==> config.mk <==
export PLATFORM = sky130hd
export DESIGN_NAME = shifter_pipe
export DESIGN_NICKNAME = d
export VERILOG_FILES = /design/src/rtl/shifter_pkg.sv /design/src/rtl/shifter_stage.sv /design/src/rtl/shifter_pipe.sv
export SDC_FILE = /design/constraint.sdc
export NUM_CORES = 1
export LEC_CHECK = 0
export ABC_AREA = 1
export BUFFER_PORTS_ARGS = -buffer_cell sky130_fd_sc_hd__buf_4
export CORE_MARGIN = 2
export CORE_UTILIZATION = 25
export DETAILED_ROUTE_END_ITERATION = 8
export GPL_ROUTABILITY_DRIVEN = 0
export HOLD_SLACK_MARGIN = 0.08
export MAX_ROUTING_LAYER = met4
export PLACE_DENSITY_LB_ADDON = 0.15
export SKIP_CTS_REPAIR_TIMING = 1
export SLEW_MARGIN = 20
export SYNTH_ARGS = -nofsm -noshare
export SYNTH_HDL_FRONTEND = slang
export SYNTH_HIERARCHICAL = 1
export SYNTH_SLANG_ARGS = --single-unit
==> constraint.sdc <==
create_clock -name clk -period 1.2 [get_ports clk]
set_clock_uncertainty 0.1 [all_clocks]
set_input_delay 0.18 -clock clk [delete_from_list [all_inputs] [get_ports clk]]
set_output_delay 0.18 -clock clk [all_outputs]
set_load 0.005 [all_outputs]
==> src/rtl/shifter_pkg.sv <==
// shifter_pkg: shared types for the pipelined shift/rotate unit.
//   - opcode_t and the OP_* opcode encodings
//   - payload_t: per-stage pipeline payload sized for the widest supported
//     configuration (64-bit data, 6-bit amount); narrower instances use the
//     low bits and hold the rest at zero.
package shifter_pkg;

  localparam int unsigned MAX_W     = 64;
  localparam int unsigned MAX_AMT_W = 6;

  typedef logic [2:0] opcode_t;

  localparam opcode_t OP_ROL = 3'b000;
  localparam opcode_t OP_SHL = 3'b001;
  localparam opcode_t OP_ROR = 3'b010;
  localparam opcode_t OP_SHR = 3'b011;
  localparam opcode_t OP_ASR = 3'b100;

  typedef struct packed {
    logic                 valid;
    opcode_t              op;
    logic [MAX_AMT_W-1:0] amt;
    logic                 carry;
    logic [MAX_W-1:0]     data;
  } payload_t;

endpackage

==> src/rtl/shifter_stage.sv <==
// shifter_stage: one registered stage of the log shifter.
// Shifts/rotates the payload data by 2^K when amount bit K is set, otherwise
// passes it. Stage 0 also computes the carry flag from the original operand
// and full amount (only when SHIFTER_FLAGS_EN is defined; otherwise carry is 0).
// Ports:
//   clk, rst_n  clock, synchronous active-low reset (clears the register)
//   en_i        advance enable; register holds when low
//   d_i         incoming payload
//   q_o         registered payload
module shifter_stage
  import shifter_pkg::*;
#(
  parameter int unsigned WIDTH = 16,
  parameter int unsigned K     = 0
) (
  input  logic     clk,
  input  logic     rst_n,
  input  logic     en_i,
  input  payload_t d_i,
  output payload_t q_o
);
  localparam int unsigned AMT_W = $clog2(WIDTH);
  localparam int unsigned S     = 1 << K;

  logic [WIDTH-1:0] x;
  logic [WIDTH-1:0] y;
  logic             carry_n;
  payload_t         q_d;
  payload_t         q_q;
  logic             unused_in;

  assign x         = d_i.data[WIDTH-1:0];
  assign unused_in = ^d_i;

  if (K == 0) begin : g_carry
`ifdef SHIFTER_FLAGS_EN
    logic [AMT_W-1:0] n;
    logic [AMT_W-1:0] li;
    logic [AMT_W-1:0] ri;
    // Modular AMT_W-bit arithmetic: li = WIDTH-n, ri = n-1.
    // Left ops lose bit WIDTH-n last; right ops lose bit n-1 last.
    always_comb begin
      n       = d_i.amt[AMT_W-1:0];
      li      = '0 - n;
      ri      = n - AMT_W'(1);
      carry_n = 1'b0;
      if (n != '0) begin
        case (d_i.op)
          OP_ROL, OP_SHL:         carry_n = x[li];
          OP_ROR, OP_SHR, OP_ASR: carry_n = x[ri];
          default:                carry_n = 1'b0;
        endcase
      end
    end
`else
    assign carry_n = 1'b0;
`endif
  end else begin : g_carry_pass
    assign carry_n = d_i.carry;
  end

  always_comb begin
    y = x;
    if (d_i.amt[K]) begin
      case (d_i.op)
        OP_ROL:  y = (x << S) | (x >> (WIDTH - S));
        OP_SHL:  y = x << S;
        OP_ROR:  y = (x >> S) | (x << (WIDTH - S));
        OP_SHR:  y = x >> S;
        OP_ASR:  y = $unsigned($signed(x) >>> S);
        default: y = x;
      endcase
    end
    q_d                 = d_i;
    q_d.data            = '0;
    q_d.data[WIDTH-1:0] = y;
    q_d.carry           = carry_n;
  end

  always_ff @(posedge clk) begin
    if (!rst_n) begin
      q_q <= '0;
    end else if (en_i) begin
      q_q <= q_d;
    end
  end

  assign q_o = q_q;

endmodule

==> src/rtl/shifter_pipe.sv <==
// shifter_pipe: pipelined shift/rotate unit, AMT_W = $clog2(WIDTH) stages.
// Opcodes ROL/SHL/ROR/SHR/ASR; other opcodes pass data through, carry 0.
// Results return in order AMT_W cycles after acceptance; the whole pipe
// (bubbles included) advances unless the output is stalled.
// Optional feature macro: SHIFTER_FLAGS_EN adds out_zero / out_carry.
// Ports:
//   clk, rst_n            clock, synchronous active-low reset
//   in_valid/in_ready     operand handshake (in_ready = not stalled)
//   in_data, in_amount, in_opcode  operand, distance, operation
//   out_valid/out_ready   result handshake
//   out_data              result
//   out_zero, out_carry   result==0, last bit shifted out (flags build only)
module shifter_pipe
  import shifter_pkg::*;
#(
  parameter  int unsigned WIDTH = 16,
  localparam int unsigned AMT_W = $clog2(WIDTH)
) (
  input  logic             clk,
  input  logic             rst_n,
  input  logic             in_valid,
  output logic             in_ready,
  input  logic [WIDTH-1:0] in_data,
  input  logic [AMT_W-1:0] in_amount,
  input  opcode_t          in_opcode,
  output logic             out_valid,
  input  logic             out_ready,
  output logic [WIDTH-1:0] out_data
`ifdef SHIFTER_FLAGS_EN
  ,
  output logic             out_zero,
  output logic             out_carry
`endif
);
  logic     advance;
  payload_t pl_in;
  payload_t pl_q [AMT_W];
  payload_t pl_tail;
  logic     unused_tail;

  assign advance  = ~(out_valid & ~out_ready);
  assign in_ready = advance;

  always_comb begin
    pl_in                 = '0;
    pl_in.valid           = in_valid;
    pl_in.op              = in_opcode;
    pl_in.amt[AMT_W-1:0]  = in_amount;
    pl_in.data[WIDTH-1:0] = in_data;
  end

  for (genvar k = 0; k < AMT_W; k++) begin : g_stage
    payload_t stage_in;
    if (k == 0) begin : g_first
      assign stage_in = pl_in;
    end else begin : g_next
      assign stage_in = pl_q[k-1];
    end
    shifter_stage #(
      .WIDTH (WIDTH),
      .K     (k)
    ) u_stage (
      .clk   (clk),
      .rst_n (rst_n),
      .en_i  (advance),
      .d_i   (stage_in),
      .q_o   (pl_q[k])
    );
  end

  assign pl_tail     = pl_q[AMT_W-1];
  assign unused_tail = ^pl_tail;
  assign out_valid   = pl_tail.valid;
  assign out_data    = pl_tail.data[WIDTH-1:0];

`ifdef SHIFTER_FLAGS_EN
  // Zero is decoded from the final stage register, so it is as stable as out_data.
  assign out_zero  = ~|pl_tail.data[WIDTH-1:0];
  assign out_carry = pl_tail.carry;
`endif

endmodule
**Word level (Yosys, flattened, before mapping)**

Cells that the tools add are included.

- Equality and inequality tests: 16
- Muxes and demuxes: 8
- Bitwise gates (word level): 10
- Reductions and logical operators: 5

Operators with widths:

| cell | number |
|---|---|
| 16-bit one-hot mux with 5 select lines | 3 |
| 16-bit two-way mux | 4 |
| 16-bit one-hot mux with 4 select lines | 1 |
| 3-bit by 2-bit equality test with 1-bit output, second input constant | 8 |
| 12-bit by 16-bit OR with 16-bit output | 1 |
| 14-bit by 16-bit OR with 16-bit output | 1 |
| 15-bit by 16-bit OR with 16-bit output | 1 |
| 16-bit by 1-bit OR with 16-bit output | 1 |
| 16-bit by 2-bit OR with 16-bit output | 1 |
| 16-bit by 4-bit OR with 16-bit output | 1 |
| 16-bit by 8-bit OR with 16-bit output | 1 |
| 3-bit by 1-bit equality test with 1-bit output, second input constant | 4 |
| 3-bit equality test, second input constant | 4 |
| 3-bit logical NOT | 4 |
| 1-bit NOT | 2 |
| 2-bit OR reduction | 1 |
| 1-bit AND | 1 |

- Bits in registers: 89
- Input bits: 27
- Output and inout bits: 18
- Word-level logic and storage cells: 53

**Depth between registers and ports, before layout**

Gate-level depths: netlist (run 1).

- Depth in word-level cells: 4
- Mapped depth: 9
- Gate-level depth less buffers: 7

**Hierarchy**

Netlist (run 1), hierarchy kept.

By module, submodules not included:

| module | instances | cells each | area an instance (sq um) | seq. area each (sq um) |
|---|---|---|---|---|
| shifter_stage (g_stage[1].u_stage) | 1 | 267 | 1805.5 | 540.5 |
| shifter_stage (g_stage[0].u_stage) | 1 | 267 | 1769.2 | 520.5 |
| shifter_stage (g_stage[2].u_stage) | 1 | 245 | 1749.2 | 540.5 |
| shifter_stage (g_stage[3].u_stage) | 1 | 240 | 1649.1 | 540.5 |
| shifter_pipe | 1 | 3 | 11.3 | 0.0 |

**Worst setup path after synthesis (run 1)**

Ideal clock, no wire load.

- Path kind: flip-flop to flip-flop
- Start: reg g_stage[3].u_stage.q_q (netlist bit g_stage[3].u_stage/q_o[74])
- End: reg g_stage[1].u_stage.q_q (netlist bit g_stage[1].u_stage/q_o[10])
- Library setup time: 0.143 ns
- Data arrival time: 1.188 ns
- Required time: 0.957 ns
- Path slack: -0.231 ns
- Stages on the path, launching flop included: 8
- Path buffers: 2
- Clock period less this slack: 1.431 ns
- Path through: dfxtp_1 -> nand2_1 -> buf_4 -> clkinv_1 -> clkbuf_1 -> a21oi_1 -> nand2_1 -> a21oi_2

- Word-level cells in the longest chain between the ends: 1

RTL lines:

| element | line | text |
|---|---|---|
| start, declared | shifter_stage.sv:29 | `payload_t q_q;` |
| start signal, assigned | shifter_stage.sv:84 | `q_q <= q_d;` |
| 1-bit AND | shifter_pipe.sv:41 | `assign advance = ~(out_valid & ~out_ready);` |
| end signal, assigned | shifter_stage.sv:84 |  |
| end, declared | shifter_stage.sv:29 |  |

Every way passes these cells.
A chain may end at the register's enable or synchronous reset.

**Worst setup path in the final report (run 1)**

- Start: reg g_stage[0].u_stage.q_q (netlist bit g_stage[0].u_stage/q_o[71])
- End: reg g_stage[1].u_stage.q_q (netlist bit g_stage[1].u_stage/q_o[11])

- Word-level cells in the longest chain between the ends: 3
- Elaborated cells between the ends (all ways): 7
- Those cells by class: eq/ne: 4; mux: 2; reduce/logical: 1

RTL lines:

| element | line | text |
|---|---|---|
| start, declared | shifter_stage.sv:29 |  |
| start signal, assigned | shifter_stage.sv:84 |  |
| 3-bit equality test, or another cell as far along | shifter_stage.sv:65 | `case (d_i.op)` |
| 16-bit one-hot mux with 5 select lines * | shifter_stage.sv:65 |  |
| 16-bit two-way mux * | shifter_stage.sv:64 | `if (d_i.amt[K]) begin` |

Every way passes the cells marked *; elsewhere a longest branch is shown, timed or not.

==> results.yml, run 1 <==
run_status:
  violations: "negative setup slack"
  run_status: "finished, violations left"
layout:
  fin_cells: 1060
  largest_register_ffs: 83
  final_cell_mix: "128 x nand2_1, 75 x buf_4, 71 x dfxtp_1, 65 x nor2_1, 63 x a21oi_2"
  n_antenna_cell: 0
  drive_gt1_share_pct: 42.6
  fin_area_sq_um: 7250
  fin_nets: 848
  layout_commonest_cell: "nand2_1"
  syn_to_final_growth_pct: 52.9
  fin_util_pct: 38.9
  fillers: 1971
placement:
  dp_hpwl_microns: 9530
  postPlaceCellArea_sq_um: 5730
  port_buffers: 44
  placed_cells: 1016
clock_tree:
  cts_tree: "yes"
  cts_buffers: 9
  htree_levels: 3
  clock-sinks: 83
  clock_latency_ns: 0.34
  cts_root_buf: "clkbuf_16"
  cts_max_path_buffers: 2
  cts.clk_slew.worst_paths_ns: 0.06
sta:
  slew_viol_final: 0
  worstMarginPinSlew_ns: 0.332
  period_minus_slack_ns: 1.33
  slew_headroom_pct: 77.9
  finalSetupViolations: 65
  fmax_mhz: 752
  post-route-period-util_pct: 111
  finalHoldViolCount: 0
  setup_tns_ns: -4.83
  fin_ws_ns: -0.130
  rsz0062_at_grt: "true"
pwr:
  p_clk_share_pct: 34.5
  p_sw_share_pct: 31.5
  share_comb_of_total_power_pct: 23.3
  power.internal_mw: 5.19
  p_leak_nw: 3.07
  p_per_area_nw_per_um2: 1040
  vdd_drop_max_mv: 0.717
  power.switching_mw: 2.38
  power_frac_seq_pct: 42.2
  power.total_mw: 7.57
critical_path:
  endpoint_kind: "flip-flop"
  startpoint: "g_stage[0].u_stage/q_o[71]"
  cp.arrival_ns: 1.51
  r2r_start: "g_stage[0].u_stage/q_o[71]"
  reg2reg_slack_ns: -0.13
  r2r_cells: 7
  critPathCapture: "g_stage[1].u_stage/q_o[11]"
  path_max_fanout: 7
  rr_endpoint: "g_stage[1].u_stage/q_o[11]"
  worstPathRequired_ns: 1.38
  startpoint_type: "flip-flop"
  crit_type: "reg2reg"
global_routing:
  grt_start_max_net_pins: 41
  grt_pass1_wl_microns: 21900
  grt_use_total_pct: 14.0
  grt_overflow: 0
  antenna_found_initial: 0
  grt_pass1_vias: 4426
yosys:
  yosysWarningCount: 6
  syn-instance-count: 731
  avgSynthCellArea_sq_um: 6.49
  syn-num-nets: 758
  synth_area_sq_um: 4740
detailed_routing:
  antenna_left: 0
  wl_per_cell_microns: 14.0
  drt-total-wl_microns: 14800
  drcViolationCount: 0
  dr.pass1.iters: 4
  via_per_inst: 4.60
  dr_total_vias: 4881
  drt-initial-drc-count: 215
floorplan:
  num_rows: 50
  num_io_pins: 45
  die_width_microns: 142
  coreArea_sq_um: 18600
  die_y_microns: 142
  start_util_pct: 25.4
  die_area_sq_um: 20100
hold_path:
  hold_class: "in2reg"
job:
  maxCapViolCount: 0
per-layer routing:
layer  global-route usage, %  up-vias  share of wire, %
met2                    21.8       54                48
met5                       -        -                 0
li1                        -     2546                 -
met1                    18.3     2271                49
met3                    2.67       10               2.4
met4                    4.21        0              0.97
through the flow:
step | setup slack, ns | hold WS (ns)
floorplan | -0.0620 | 0.215
global placement | -0.111 | 0.309
detailed placement | -0.113 | 0.316
CTS | -0.129 | -0.0482
global route | -0.216 | 0.126
finish | -0.130 | 0.111
how the worst min path moves through the flow:
stage | cells after the start | endpoint | slack, ns | start
5_1_grt | 5 | g_stage[0].u_stage/q_o[0] | 0.13 | in_data[1]
6_report | 3 | g_stage[0].u_stage/q_o[71] | 0.11 | rst_n
3_5_place_dp | 3 | g_stage[0].u_stage/q_o[68] | 0.32 | in_amount[3]
3_3_place_gp | 3 | g_stage[0].u_stage/q_o[68] | 0.31 | in_amount[3]
4_1_cts | 3 | g_stage[0].u_stage/q_o[68] | -0.05 | in_amount[3]
2_1_floorplan | 2 | g_stage[0].u_stage/q_o[66] | 0.21 | in_amount[1]
power groups by stage:
stage	clock network, mW	logic, mW	registers [mW]
6_report	2.61	1.76	3.20
5_1_grt	2.83	1.96	3.23
4_1_cts	2.72	1.37	3.16
3_5_place_dp	0	1.37	3.23
3_3_place_gp	0	1.37	3.23
2_1_floorplan	0	0.911	3.16
worst max-delay path: stages (launching register included):
cell	delay, ns
dfxtp_4	0.37
o21ai_4	0.17
buf_12	0.15
clkbuf_16	0.15
nand3_1	0.06
nand3_1	0.08
nand2_1	0.08
a21oi_2	0.11
cell type report:
cell class                      instances  area [sq um]  share of cell area, %
Timing Repair inverter                  2          20.0                  0.276
Tap cell                              234           293                   4.04
Sequential cell                        83          1700                   23.5
Inverter                               69           294                   4.06
Clock inverter                          7          52.6                  0.725
Clock buffer                            9           225                   3.11
Timing Repair Buffer                  122          1350                   18.7
Multi-Input combinational cell        534          3310                   45.7
No activity file was read; power rests on OpenSTA's default activity.
==> run 2: changes to the inputs <==
--- a/config.mk
+++ b/config.mk
@@ -13,7 +13,6 @@
 export GPL_ROUTABILITY_DRIVEN = 0
 export HOLD_SLACK_MARGIN = 0.08
 export MAX_ROUTING_LAYER = met4
-export PLACE_DENSITY_LB_ADDON = 0.15
 export SKIP_CTS_REPAIR_TIMING = 1
 export SLEW_MARGIN = 20
 export SYNTH_ARGS = -nofsm -noshare
==> run 2 against run 1 <==
  * The flow still finishes with violations (negative setup slack)
  * Die area unchanged
  * Via count down 2.3%
  * Critical path depth down 4
  * Cell count down 1.7%
  * Register-to-register slack about the same
  * Global-route usage down 2.0 points
  * Clock power up 2%
  * Clock-buffer cell count up 3
  * Largest cell class unchanged
  * Combinational power down 10%
  * Core utilization down 3.0 points
  * Sequential share of layout area up 1.8 points
==> results.yml, run 2 (synthesis results as in run 1) <==
layout:
  n_antenna_cell: 0
  drive_gt1_share_pct: 36.0
  syn_to_final_growth_pct: 41.0
  largest_register_ffs: 83
  layout_commonest_cell: "nand2_1"
  fin_nets: 830
  final_cell_mix: "144 x nand2_1, 79 x buf_4, 72 x dfxtp_1, 71 x nand3_1, 70 x nor2_1"
job:
  maxCapViolCount: 0
detailed_routing:
  drt-initial-drc-count: 254
  wl_per_cell_microns: 12.2
  via_per_inst: 4.58
  antenna_left: 0
  dr.pass1.iters: 4
  dr_total_vias: 4770
  drcViolationCount: 0
  drt-total-wl_microns: 12700
pwr:
  power.total_mw: 7.42
  p_per_area_nw_per_um2: 1110
  vdd_drop_max_mv: 0.544
  p_leak_nw: 2.86
sta:
  finalSetupViolations: 51
  hold-worst-slack_ns: 0.0611
  period_minus_slack_ns: 1.35
  finalHoldViolCount: 0
  slew_headroom_pct: 61.0
  slew_viol_final: 0
  post-route-period-util_pct: 112
  fin_ws_ns: -0.147
  fmax_mhz: 742
  worstMarginPinSlew_ns: 0.584
  rsz0062_at_grt: "true"
  setup_tns_ns: -3.52
critical_path:
  rr_endpoint: "g_stage[2].u_stage/q_o[0]"
  cp.depth: 3
  crit_family: "flip-flops"
  max_stage_delay_ns: 0.38
  path_cells: "nand2_8 -> buf_6 -> buf_4"
  critical_path.slowest_cell: "dfxtp_4"
  r2r_cells: 6
  critPathBufInv: 2
  reg2reg_slack_ns: -0.14
  path_max_fanout: 7
  startpoint_type: "flip-flop"
  cp.arrival_ns: 1.07
  worstPathRequired_ns: 0.92
  critPathCapture: "in_ready"
  endpoint_kind: "output port"
  r2r_start: "g_stage[1].u_stage/q_o[71]"
  startpoint: "g_stage[3].u_stage/q_o[74]"
  crit_type: "reg2out"
floorplan:
  die_area_sq_um: 20100
  start_util_pct: 25.4
  die_y_microns: 142
  die_width_microns: 142
  coreArea_sq_um: 18600
  num_rows: 50
  num_io_pins: 45
clock_tree:
  cts_root_buf: "clkbuf_16"
  clock-sinks: 83
  clock_latency_ns: 0.35
  cts_buffers: 9
  cts_tree: "yes"
  cts.clk_slew.worst_paths_ns: 0.06
  cts_max_path_buffers: 2
  htree_levels: 3
global_routing:
  grt_overflow: 0
  grt_pass1_wl_microns: 19400
  grt_pass1_vias: 4060
  grt_use_total_pct: 12.0
  grt_start_max_net_pins: 35
  antenna_found_initial: 0
run_status:
  violations: "negative setup slack"
  run_status: "finished, violations left"
placement:
  dp_hpwl_microns: 8170
  port_buffers: 44
hold_path:
  hold_class: "in2reg"
[run 2: cell count changes in the layout (fill, tap and decap cells not counted), moves of 6 or more]
cell / previous run / this run
a21oi_2: 63 / 57
a21oi_1: 29 / 35
nand3_2: 31 / 24
nand2_4: 24 / 8
buf_6: 15 / 4
buf_12: 17 / 11
nand3_1: 61 / 71
nand2_1: 128 / 144
[run 2: layout make-up]
class	instances	area, sq um
Clock buffer	12	268
Multi-Input combinational cell	533	3070
Tap cell	234	293
Inverter	69	289
Sequential cell	83	1690
Timing Repair Buffer	104	1020
Clock inverter	4	22.5
Fill cell	2007	12000
Timing Repair inverter	3	33.8
[run 2: worst min path at each step]
stage	start	cells past startpoint	slack, ns	endpoint
2_1_floorplan	in_amount[1]	2	0.21	g_stage[0].u_stage/q_o[66]
3_3_place_gp	in_amount[2]	3	0.31	g_stage[0].u_stage/q_o[67]
3_5_place_dp	in_amount[2]	3	0.31	g_stage[0].u_stage/q_o[67]
4_1_cts	in_amount[2]	3	-0.05	g_stage[0].u_stage/q_o[67]
5_1_grt	in_data[15]	3	0.1	g_stage[0].u_stage/q_o[15]
6_report	in_data[15]	3	0.06	g_stage[0].u_stage/q_o[15]
[run 2: through the flow]
stage | cell area [sq um] | utilization (%) | setup slack (ns) | std cells
floorplan | 4840 | - | -0.0620 | 731
global placement | 5620 | 30.1 | -0.0996 | 1006
detailed placement | 5620 | 30.1 | -0.104 | 1006
CTS | 5910 | 31.7 | -0.275 | 1022
global route | 6690 | 35.9 | -0.194 | 1042
finish | 6690 | 35.9 | -0.147 | 1042
[run 2: worst register-to-register path, stage by stage, from the launching register on]
cell and delay, ns:
dfxtp_4 0.38, o21ai_4 0.22, nand2_8 0.15, inv_6 0.13, nand3_2 0.09, o21ai_2 0.08
a21oi_2 0.07
[run 2: where the power goes]
| part | leakage, nW | switching [mW] | internal, mW | total, mW |
|---|---|---|---|---|
| Combinational | 2.02 | 0.863 | 0.717 | 1.58 |
| Clock | 0.143 | 1.09 | 1.57 | 2.67 |
| Sequential | 0.690 | 0.220 | 2.96 | 3.18 |
[run 2: routing by layer]
metal  vias to the layer above  track usage (%)  wire [microns]
met1                      2145             16.3            6120
met3                        22             3.27             519
met2                        97             17.6            5840
met4                         0             2.79             216
li1                       2506                -               -
met5                         -                -               0
==> run 3: changes to the inputs <==
--- a/config.mk
+++ b/config.mk
@@ -13,6 +13,7 @@
 export GPL_ROUTABILITY_DRIVEN = 0
 export HOLD_SLACK_MARGIN = 0.08
 export MAX_ROUTING_LAYER = met4
+export SETUP_SLACK_MARGIN = 0.05
 export SKIP_CTS_REPAIR_TIMING = 1
 export SLEW_MARGIN = 20
 export SYNTH_ARGS = -nofsm -noshare
==> constraint.sdc (replaced) <==
create_clock -name clk -period 1.41 [get_ports clk]
set_clock_uncertainty 0.1 [all_clocks]
set_input_delay 0.2115 -clock clk [delete_from_list [all_inputs] [get_ports clk]]
set_output_delay 0.2115 -clock clk [all_outputs]
set_load 0.005 [all_outputs]
==> run 3 against run 2 <==
  * The flow still finishes with violations (negative setup slack)
  * First-iteration DRC count up 18%
  * Largest power group unchanged
  * Sequential power down 15%
  * Critical endpoint is now g_stage[1].u_stage/q_o[0]
  * Via count down 3.1%
  * Largest cell class unchanged
  * Highest routed layer unchanged
  * Sequential cell count unchanged
==> results.yml, run 3 (synthesis results as in run 1) <==
layout:
  drive_gt1_share_pct: 24.6
  largest_register_ffs: 83
  fin_nets: 811
  n_antenna_cell: 0
  syn_to_final_growth_pct: 29.5
  final_cell_mix: "172 x nand2_1, 83 x nand3_1, 77 x nor2_1, 76 x dfxtp_1, 66 x buf_4"
  fin_area_sq_um: 6140
  layout_commonest_cell: "nand2_1"
pwr:
  p_leak_nw: 2.64
  p_sw_share_pct: 29.4
  power_frac_seq_pct: 42.7
  power.internal_mw: 4.45
  power.switching_mw: 1.85
  power.total_mw: 6.30
  share_comb_of_total_power_pct: 18.9
  p_clk_share_pct: 38.4
  p_per_area_nw_per_um2: 1030
  vdd_drop_max_mv: 0.513
critical_path:
  max_stage_delay_ns: 0.33
  endpoint_kind: "flip-flop"
  crit_type: "reg2reg"
  cp.arrival_ns: 1.74
  startpoint_type: "flip-flop"
  path_cells: "buf_6 -> buf_6 -> o21ai_4 -> buf_12 -> clkbuf_16 -> nand3_2 -> nand3_2 -> nand2_1 -> a21oi_1"
  startpoint: "g_stage[0].u_stage/q_o[72]"
  critical_path.slowest_cell: "dfxtp_2"
  path_max_fanout: 7
  r2r_start: "g_stage[0].u_stage/q_o[72]"
  worstPathRequired_ns: 1.59
floorplan:
  coreArea_sq_um: 18600
  num_rows: 50
  num_io_pins: 45
  die_y_microns: 142
  die_area_sq_um: 20100
  start_util_pct: 25.4
  die_width_microns: 142
placement:
  port_buffers: 44
  postPlaceCellArea_sq_um: 5370
  dp_hpwl_microns: 8110
clock_tree:
  clock-sinks: 83
  cts.clk_slew.worst_paths_ns: 0.06
  clock_latency_ns: 0.34
  htree_levels: 3
  cts_buffers: 9
  cts_root_buf: "clkbuf_16"
  cts_max_path_buffers: 2
  cts_tree: "yes"
detailed_routing:
  drt-total-wl_microns: 12000
  via_per_inst: 4.52
  dr.pass1.iters: 4
  wl_per_cell_microns: 11.7
  drcViolationCount: 0
  dr_total_vias: 4624
  antenna_left: 0
  drt-initial-drc-count: 300
run_status:
  run_status: "finished, violations left"
  violations: "negative setup slack"
sta:
  finalSetupViolations: 16
  rsz0062_at_grt: "true"
  fmax_mhz: 640
  finalHoldViolCount: 0
  slew_viol_final: 0
  worstMarginPinSlew_ns: 0.491
  post-route-period-util_pct: 111
  setup_tns_ns: -1.23
  fin_ws_ns: -0.152
  slew_headroom_pct: 67.2
  period_minus_slack_ns: 1.56
global_routing:
  grt_overflow: 0
  top_usage_layer: "met2"
  grt_use_met1_pct: 16.3
  use_met3_pct: 2.46
  grt_pass1_wl_microns: 19300
  gr-usage-met2_pct: 17.9
  grt_start_max_net_pins: 51
  grt_use_total_pct: 11.8
  grt_pass1_vias: 3991
  antenna_found_initial: 0
hold_path:
  hp-start: "in_opcode[2]"
  hold_class: "in2reg"
job:
  maxCapViolCount: 0
[run 3: changes by cell type in the layout (fill, tap and decap cells not counted), sizes merged]
cell,change
buf,-13
dlygate4sd3,-1
bufinv,+1
inv,+3
clkbuf,-6
clkinv,-3
[run 3: layer usage]
| metal | vias up | wire length, microns |
|---|---|---|
| li1 | 2467 | - |
| met1 | 2062 | 6040 |
| met2 | 80 | 5360 |
| met3 | 15 | 435 |
| met4 | 0 | 165 |
| met5 | - | 0 |
[run 3: power by group through the flow]
stage	clock (mW)	sequential, mW	combinational (mW)
2_1_floorplan	0	2.68	0.751
3_3_place_gp	0	2.73	1.03
3_5_place_dp	0	2.73	1.04
4_1_cts	2.48	2.68	1.04
5_1_grt	2.55	2.71	1.33
6_report	2.42	2.69	1.19
[run 3: path summary, 6_finish.rpt]
path	end	slack [ns]	cells after the start
setup reg to reg	g_stage[1].u_stage/q_o[0]	-0.15	9
hold reg to reg	g_stage[3].u_stage/q_o[74]	0.38	2
setup / recovery	g_stage[1].u_stage/q_o[0]	-0.15	9
hold / removal	g_stage[0].u_stage/q_o[73]	0.08	3
[run 3: layout make-up]
| class | instances | area, sq um |
|---|---|---|
| tap | 234 | 293 |
| clock inverter | 7 | 81.3 |
| timing repair inverter | 1 | 6.26 |
| fill | 2022 | 12500 |
| sequential | 83 | 1670 |
| multi-input combinational | 533 | 2760 |
| timing repair buffer | 87 | 835 |
| clock buffer | 9 | 225 |
| inverter | 69 | 268 |
[run 3: per-stage QoR]
stage               worst slack [ns]  std cells  hold slack [ns]  util, %
finish                        -0.152       1023           0.0769     32.9
global route                  -0.191       1023           0.0948     32.9
CTS                           -0.231       1005         -0.00767     30.4
detailed placement            -0.211        989            0.348     28.8
global placement              -0.202        989            0.339     28.8
floorplan                     0.0544        731            0.246        -
[run 3: worst max-delay path: cells and delay by family, from the launching register on]
family,cells,cell delay [ns]
buf+inv,4,0.56
flops,1,0.33
compound gates,2,0.31
simple gates,3,0.19
